### src/rtl/mem_stage.sv
// Memory stage: forwards ALU results to writeback and runs a single-outstanding,
// variable-latency load/store handshake with timeout, alignment check and HALT.
module mem_stage #(
    parameter int unsigned TIMEOUT = 15,
    parameter logic [4:0]  OP_ST   = 5'd8,
    parameter logic [4:0]  OP_LD   = 5'd9,
    parameter logic [4:0]  OP_STU  = 5'd10,
    parameter logic [4:0]  OP_HALT = 5'd29
) (
    input  logic        clk,
    input  logic        rst,
    input  logic        ex_valid,
    output logic        ex_ready,
    input  logic [4:0]  ex_op,
    input  logic [15:0] ex_alu_out,
    input  logic [15:0] ex_st_data,
    input  logic        ex_wb_we,
    input  logic [2:0]  ex_wb_reg,
    output logic        mem_en,
    output logic        mem_wr,
    output logic [15:0] mem_addr,
    output logic [15:0] mem_wdata,
    input  logic        mem_done,
    input  logic [15:0] mem_rdata,
    output logic        wb_valid,
    output logic        wb_we,
    output logic [2:0]  wb_reg,
    output logic [15:0] wb_data,
    output logic        err,
    output logic        halted
);

    typedef enum logic [1:0] {
        S_IDLE   = 2'd0,
        S_ACCESS = 2'd1,
        S_HALTED = 2'd2
    } state_t;

    // Abort fires on the edge that closes the TIMEOUT-th waiting cycle.
    localparam logic [7:0] CNT_LAST = 8'(TIMEOUT - 1);

    state_t      state_q, state_d;
    logic [7:0]  cnt_q, cnt_d;
    logic [4:0]  op_q, op_d;
    logic [2:0]  reg_q, reg_d;
    logic        mem_en_q, mem_en_d;
    logic        mem_wr_q, mem_wr_d;
    logic [15:0] mem_addr_q, mem_addr_d;
    logic [15:0] mem_wdata_q, mem_wdata_d;
    logic        wb_valid_q, wb_valid_d;
    logic        wb_we_q, wb_we_d;
    logic [2:0]  wb_reg_q, wb_reg_d;
    logic [15:0] wb_data_q, wb_data_d;
    logic        err_q, err_d;
    logic        halted_q, halted_d;
    logic        is_mem_s;

    assign is_mem_s = (ex_op == OP_LD) || (ex_op == OP_ST) || (ex_op == OP_STU);

    // Next-state and registered-output computation.
    always_comb begin
        state_d     = state_q;
        cnt_d       = cnt_q;
        op_d        = op_q;
        reg_d       = reg_q;
        mem_en_d    = mem_en_q;
        mem_wr_d    = mem_wr_q;
        mem_addr_d  = mem_addr_q;
        mem_wdata_d = mem_wdata_q;
        wb_valid_d  = 1'b0;
        wb_we_d     = wb_we_q;
        wb_reg_d    = wb_reg_q;
        wb_data_d   = wb_data_q;
        err_d       = 1'b0;
        halted_d    = halted_q;
        case (state_q)
            S_IDLE: begin
                if (ex_valid) begin
                    if (ex_op == OP_HALT) begin
                        wb_valid_d = 1'b1;
                        wb_we_d    = 1'b0;
                        wb_reg_d   = ex_wb_reg;
                        wb_data_d  = ex_alu_out;
                        halted_d   = 1'b1;
                        state_d    = S_HALTED;
                    end else if (is_mem_s) begin
                        if (ex_alu_out[0]) begin
                            wb_valid_d = 1'b1;
                            wb_we_d    = 1'b0;
                            wb_reg_d   = ex_wb_reg;
                            wb_data_d  = ex_alu_out;
                            err_d      = 1'b1;
                        end else begin
                            op_d        = ex_op;
                            reg_d       = ex_wb_reg;
                            mem_addr_d  = ex_alu_out;
                            mem_wdata_d = ex_st_data;
                            mem_en_d    = 1'b1;
                            mem_wr_d    = (ex_op != OP_LD);
                            cnt_d       = 8'd0;
                            state_d     = S_ACCESS;
                        end
                    end else begin
                        wb_valid_d = 1'b1;
                        wb_we_d    = ex_wb_we;
                        wb_reg_d   = ex_wb_reg;
                        wb_data_d  = ex_alu_out;
                    end
                end else begin
                    state_d = S_IDLE;
                end
            end
            S_ACCESS: begin
                if (mem_done) begin
                    mem_en_d   = 1'b0;
                    wb_valid_d = 1'b1;
                    wb_reg_d   = reg_q;
                    wb_we_d    = (op_q != OP_ST);
                    wb_data_d  = (op_q == OP_LD) ? mem_rdata : mem_addr_q;
                    cnt_d      = 8'd0;
                    state_d    = S_IDLE;
                end else if (cnt_q >= CNT_LAST) begin
                    mem_en_d   = 1'b0;
                    wb_valid_d = 1'b1;
                    wb_we_d    = 1'b0;
                    wb_reg_d   = reg_q;
                    wb_data_d  = mem_addr_q;
                    err_d      = 1'b1;
                    cnt_d      = 8'd0;
                    state_d    = S_IDLE;
                end else begin
                    cnt_d = cnt_q + 8'd1;
                end
            end
            S_HALTED: begin
                mem_en_d = 1'b0;
                halted_d = 1'b1;
            end
            default: begin
                mem_en_d = 1'b0;
                state_d  = S_IDLE;
            end
        endcase
    end

    // State and output registers with synchronous reset.
    always_ff @(posedge clk) begin
        if (rst) begin
            state_q     <= S_IDLE;
            cnt_q       <= 8'd0;
            op_q        <= 5'd0;
            reg_q       <= 3'd0;
            mem_en_q    <= 1'b0;
            mem_wr_q    <= 1'b0;
            mem_addr_q  <= 16'd0;
            mem_wdata_q <= 16'd0;
            wb_valid_q  <= 1'b0;
            wb_we_q     <= 1'b0;
            wb_reg_q    <= 3'd0;
            wb_data_q   <= 16'd0;
            err_q       <= 1'b0;
            halted_q    <= 1'b0;
        end else begin
            state_q     <= state_d;
            cnt_q       <= cnt_d;
            op_q        <= op_d;
            reg_q       <= reg_d;
            mem_en_q    <= mem_en_d;
            mem_wr_q    <= mem_wr_d;
            mem_addr_q  <= mem_addr_d;
            mem_wdata_q <= mem_wdata_d;
            wb_valid_q  <= wb_valid_d;
            wb_we_q     <= wb_we_d;
            wb_reg_q    <= wb_reg_d;
            wb_data_q   <= wb_data_d;
            err_q       <= err_d;
            halted_q    <= halted_d;
        end
    end

    assign ex_ready  = (state_q == S_IDLE);
    assign mem_en    = mem_en_q;
    assign mem_wr    = mem_wr_q;
    assign mem_addr  = mem_addr_q;
    assign mem_wdata = mem_wdata_q;
    assign wb_valid  = wb_valid_q;
    assign wb_we     = wb_we_q;
    assign wb_reg    = wb_reg_q;
    assign wb_data   = wb_data_q;
    assign err       = err_q;
    assign halted    = halted_q;

endmodule

### config.mk
export PLATFORM = sky130hd
export DESIGN_NAME = mem_stage
export DESIGN_NICKNAME = d
export VERILOG_FILES = /design/src/rtl/mem_stage.sv
export SDC_FILE = /design/constraint.sdc
export NUM_CORES = 1
export LEC_CHECK = 0
export CORE_UTILIZATION = 44
export CTS_BUF_LIST = sky130_fd_sc_hd__clkbuf_8 sky130_fd_sc_hd__clkbuf_16
export DETAILED_ROUTE_END_ITERATION = 6
export PLACE_DENSITY = 0.79
export SYNTH_ARGS = -nofsm -noshare
export SYNTH_HDL_FRONTEND = slang
export SYNTH_SLANG_ARGS = --single-unit
### constraint.sdc
create_clock -name clk -period 2.35 [get_ports clk]
set_input_delay 0.235 -clock clk [delete_from_list [all_inputs] [get_ports clk]]
set_output_delay 0.235 -clock clk [all_outputs]
set_load 0.01 [all_outputs]
==> results of run 1 <==
## final cells by class
cell class	instances	area [um^2]	share of cell area, %
repair buffers	131	1270	27.2
multi-input cells	281	1540	33.0
clock inverters	5	60.1	1.29
inverters	11	41.3	0.885
well taps	96	120	2.57
flip-flops and latches	74	1480	31.7
clock buffers	11	151	3.24
## cells in the mapped netlist, types with 2 or more instances
master     n  area, um^2
a211oi_1   5        37.5
a21oi_1   44         220
a21oi_2   10        87.6
a221oi_1   3        26.3
a31oi_1    3        18.8
a41oi_1    2        17.5
and2_1     6        37.5
and3_1     5        31.3
buf_1      2        7.51
buf_2      9        45.0
buf_6      2        22.5
clkbuf_1  23        86.3
dfxtp_1   74        1480
ha_1       2        25.0
inv_1     11        41.3
nand2_1   78         293
nand3_1   18        90.1
nand4_1   15        93.8
nor2_1    11        41.3
nor2b_1    3        18.8
nor3_1     4        20.0
nor3b_1    5        37.5
o211ai_1   2        15.0
o21a_1     2        15.0
o21ai_0   30         150
o31ai_1   16         120
## critical path, cell delays in order, from the launching register on
cell      delay [ns]
dfxtp_1         0.39
inv_1           0.08
ha_1            0.19
o211ai_1        0.33
a31o_2          0.24
and2_1          0.66
o31ai_1         0.21
## path summary, 6_finish.rpt
kind            startpoint            to
max               cnt_q[0]    wb_data[1]
min          ex_st_data[5]  mem_wdata[5]
max reg2reg       cnt_q[0]    wb_data[1]
min reg2reg        op_q[1]       op_q[1]
## per-layer routing
metal	up-vias	part of all wire [%]
met5	-	0
met4	0	1.5
met3	15	7.0
met2	122	49
met1	1557	42
li1	1627	-
## through the flow
stage	cells	setup TNS, ns	hold slack, ns	utilization (%)
floorplan	403	0	0.371	-
global placement	593	0	0.438	64.2
detailed placement	593	-0.702	0.444	64.2
CTS	609	0	0.423	67.2
global route	609	0	0.427	67.2
finish	609	0	0.437	67.2
## kinds of logic (layout without fill, tap and decap cells)
logic type,after synthesis,count (layout),synth area share (%)
adders and majority gates,2,2,0.774
AOI/OAI and AO/OA,127,127,24.7
muxes,2,2,0.658
buffers and inverters,48,158,6.51
DFF,74,74,45.9
and+or+nand+nor,149,149,21.4
other,1,1,0.116
## power groups by stage
stage	clock, mW	sequential, mW	combinational [mW]
6_report	1.04	1.31	0.320
5_1_grt	1.13	1.31	0.343
4_1_cts	1.06	1.31	0.320
3_5_place_dp	0	1.34	0.317
3_3_place_gp	0	1.34	0.314
2_1_floorplan	0	1.35	0.103
==> run metrics, run 1 <==
status=completed; Pre-antenna DRT Iters=4; asr flop ratio synth=0%; Row Count=30; die height=87.7 um; clk sink count=74; GRT Max-Usage Layer=met2; H-Tree Depth=3; Detailed Place HPWL=6.36 mm; number of global-route vias before repair=3176; Via Count=3321; placed cell areas=0.00446 mm^2; Max VDD drop=321 uV; combinational share of power=12.0%; MaxCap Viol Count=0; Max Slew Vio Count=0; Internal=2.02 mW; Min-Delay Path Class=in2reg; Worst Hold Depth=3; yosys warns=0; Clock Power Share=38.9%; CP Capture Type=flip-flop; Final Setup Violations=0; Clock Path Buffers=2; syn_nets=466; GRT Total Usage=24.3%; Starting DRT DRC Count=210; Fill cells=552; Final Hold Viols=0; die width=87.7 um; die area=0.00769 mm^2; port bufs=117; Via density=5.45; GRT met2 Usage=41.1%; Initial Util=46.5%; grt met3 use=5.09%; Synth Cell Area=0.00323 mm^2; Reg clk slew, reported paths=0.08 ns; largest net degree at the start of global routing=56; CTS Buf Count=9; synth unique cells=44; IO Count=119; fin area=0.00467 mm^2; CP Launch Type=flip-flop; Relative slew margins=34.8%; RSZ-0062 raised after global routing=false; Post CTS Setup Buffer Count=0; fin crit share=95.4%; TritonCTS clock tree=done; setup slack, reg-to-reg=0.11 ns; share of cells above drive strength 1=8.77%; kind of critical path=reg2reg; most frequent cells in the layout=clkdlybuf4s50_1 (116), nand2_1 (78), dfxtp_1 (74), a21oi_1 (44), o21ai_0 (30); Fmax=446 MHz; Static Leakage=1.60 nW; dpl ws=-0.0592 ns; global route overflow=0; Reg power frac=49.1%; register area share after synthesis=45.9%; number of synthesized register bits=74; CP Max Fanout=21; Reg2Reg Depth=6; # DRC=0; Critical Path RT=2.54 ns; minimum clock period=2.24 ns; total power=2.67 mW; Post-synth top flop=dfxtp_1; syn_area_per_cell=8.02 um^2; Worst Skew=0.00932 ns; WL/cell=15.1 um; Final ANT Viol Nets=0; Root Buffer=clkbuf_8; net load switching power=0.645 mW; global-route wire length before repair=14.7 mm; P&R area growth vs syn=44.5%; most common cell after layout, fill and taps aside=clkdlybuf4s50_1; CTS Hold Bufs=0; worst skew pair latency=0.34 ns; antenna violations before repair=0; Sw Ratio=24.2%; RD Place Congestion=0.815; Post-synth EDFFs=0; P per Cell Area=572 mW/mm^2; GRT met1 Usage=30.5%; Ant. Diodes=0; worst-margin pin slew=0.977 ns; Final WS setup=0.109 ns; final WL=9.18 mm; CTS-repair resized insts=0; nets=571; CP Data Arrival Time=2.43 ns; Core Footprint=0.00694 mm^2; Post-Syn Instances=403
Note: power is estimated with default switching activity, not from simulation.
==> inputs of run 2 (changes only) <==
--- a/config.mk
+++ b/config.mk
@@ -5,10 +5,11 @@
 export SDC_FILE = /design/constraint.sdc
 export NUM_CORES = 1
 export LEC_CHECK = 0
-export CORE_UTILIZATION = 44
+export CORE_UTILIZATION = 55
 export CTS_BUF_LIST = sky130_fd_sc_hd__clkbuf_8 sky130_fd_sc_hd__clkbuf_16
 export DETAILED_ROUTE_END_ITERATION = 6
-export PLACE_DENSITY = 0.79
+export DONT_BUFFER_PORTS = 1
+export PLACE_DENSITY = 0.7
 export SYNTH_ARGS = -nofsm -noshare
 export SYNTH_HDL_FRONTEND = slang
 export SYNTH_SLANG_ARGS = --single-unit
==> run 2 against run 1 <==
Effect of this change:
- fmax is 18% higher
- total power is 3.4% lower
- clock power is 8% higher
- count of clock-buffer cells in the layout is 1 lower
- sequential cell count stayed put
- sequential power hardly changed
- via count is 13% lower
- cell count is 23% lower
- global-route usage is 2.8 points higher
- critical path depth is 1 lower
- clock skew is 0.00070 ns higher
- highest routed layer unchanged
==> run metrics, run 2 (synthesis results as in run 1) <==
Worst path slowest cell=dfxtp_1; IO Count=119; final WL=8.18 mm; clk sink count=74; most frequent cells in the layout=nand2_1 (78), dfxtp_1 (74), a21oi_1 (44), o21ai_0 (30), nand3_1 (18); Starting DRT DRC Count=289; die area=0.00618 mm^2; Storage cell area=0.00148 mm^2; TritonCTS clock tree=done; minimum clock period=1.90 ns; Max Slew Vio Count=0; Fmax=526 MHz; status=completed; hold path start=ex_st_data[6]; antenna violations before repair=0; most common cell after layout, fill and taps aside=nand2_1; Final Util=62.9%; Reg-to-Reg End=wb_data[11]; GRT Total Usage=27.1%; port bufs=0; WHS Endpoint=mem_wdata[6]; CP Launch Type=flip-flop; worst-margin pin slew=0.893 ns; Reg clk slew, reported paths=0.08 ns; Worst Hold Depth=2; share of cells above drive strength 1=11.3%; Core Footprint=0.00557 mm^2; WP buf/inv=1; Root Buffer=clkbuf_8; P per Cell Area=735 mW/mm^2; CTS Buf Count=9; RD Place Congestion=0.797; Clock Path Buffers=2; MaxCap Viol Count=0; Via density=6.13; CP peak stage delay=0.39 ns; largest net degree at the start of global routing=55; WL/cell=17.4 um; setup TNS=0 ns; Static Leakage=1.18 nW; kind of critical path=reg2reg; Worst Skew=0.0100 ns; global route overflow=0; Pre-antenna DRT Iters=4; Reg2Reg Depth=5; Final Setup Violations=0; Hold Slack=0.0117 ns; worst reg2reg path startpoint=state_q[1]; RSZ-0062 raised after global routing=false; nets=455; CP Data Arrival Time=2.16 ns; Detailed Place HPWL=5.33 mm; Critical Path RT=2.61 ns; Ant. Diodes=0; global-route wire length before repair=13.0 mm; Max VDD drop=494 uV; CP top delay family=compound AO/OA/AOI/OAI gates; die height=78.6 um; Fill cells=493; number of global-route vias before repair=2620; worst-path cell chain=nor3b_1, a21bo_2, and2_1, buf_4, o31ai_1; multi-input logic area=0.00154 mm^2; Via Count=2877; P&R area growth vs syn=8.52%; CP Capture Type=flip-flop; Initial Util=58.0%; worst skew pair latency=0.35 ns; H-Tree Depth=3; Final ANT Viol Nets=0; die width=78.6 um; Final Hold Viols=0; Min-Delay Path Class=in2reg; fin crit share=80.9%; # DRC=0; Relative slew margins=40.4%; Row Count=27; setup slack, reg-to-reg=0.45 ns; CP Max Fanout=21
-- run 2: timing repair --
item                                   in CTS  in global routing
resized for setup                           0                  0
buffers inserted                            0                  0
endpoints found under the hold margin      54                  0
hold buffers                                1                  0
-- run 2: stage by stage --
| stage | std cells | power [mW] | cell area [um^2] | setup slack [ns] |
|---|---|---|---|---|
| finish | 469 | 2.58 | 3510 | 0.448 |
| global route | 469 | 2.66 | 3510 | 0.288 |
| CTS | 469 | 2.58 | 3510 | 0.433 |
| detailed placement | 452 | 1.47 | 3260 | 0.444 |
| global placement | 452 | 1.46 | 3260 | 0.544 |
| floorplan | 403 | 1.45 | 3230 | 0.600 |
-- run 2: area by class of cell --
class / count / area share, %
Clock inverter: 6 / 2.53
Multi-Input combinational cell: 281 / 44.0
Tap cell: 72 / 2.57
Clock buffer: 10 / 3.93
Inverter: 11 / 1.18
Sequential cell: 74 / 42.3
Timing Repair Buffer: 15 / 3.57
-- run 2: layer usage --
layer / global-route usage, % / up-vias / wire, um / share of wire [%]
li1: - / 1397 / - / -
met2: 43.7 / 123 / 3910 / 48
met3: 7.91 / 13 / 720 / 8.8
met5: 0 / - / 0 / 0
met4: 11.3 / 0 / 111 / 1.4
met1: 33.5 / 1344 / 3440 / 42
-- run 2: worst max-delay path by stage --
stage                from     endpoint  cells past startpoint
2_1_floorplan     op_q[1]  wb_data[10]                      7
3_3_place_gp      op_q[1]   wb_data[4]                      4
3_5_place_dp   state_q[1]  wb_data[11]                      5
4_1_cts        state_q[1]  wb_data[11]                      5
5_1_grt        state_q[0]  wb_data[11]                      5
6_report       state_q[1]  wb_data[11]                      5
-- run 2: power breakdown --
part | switching (mW) | internal (mW)
combinational | 0.0815 | 0.0468
sequential | 0.0410 | 1.29
clock | 0.491 | 0.629
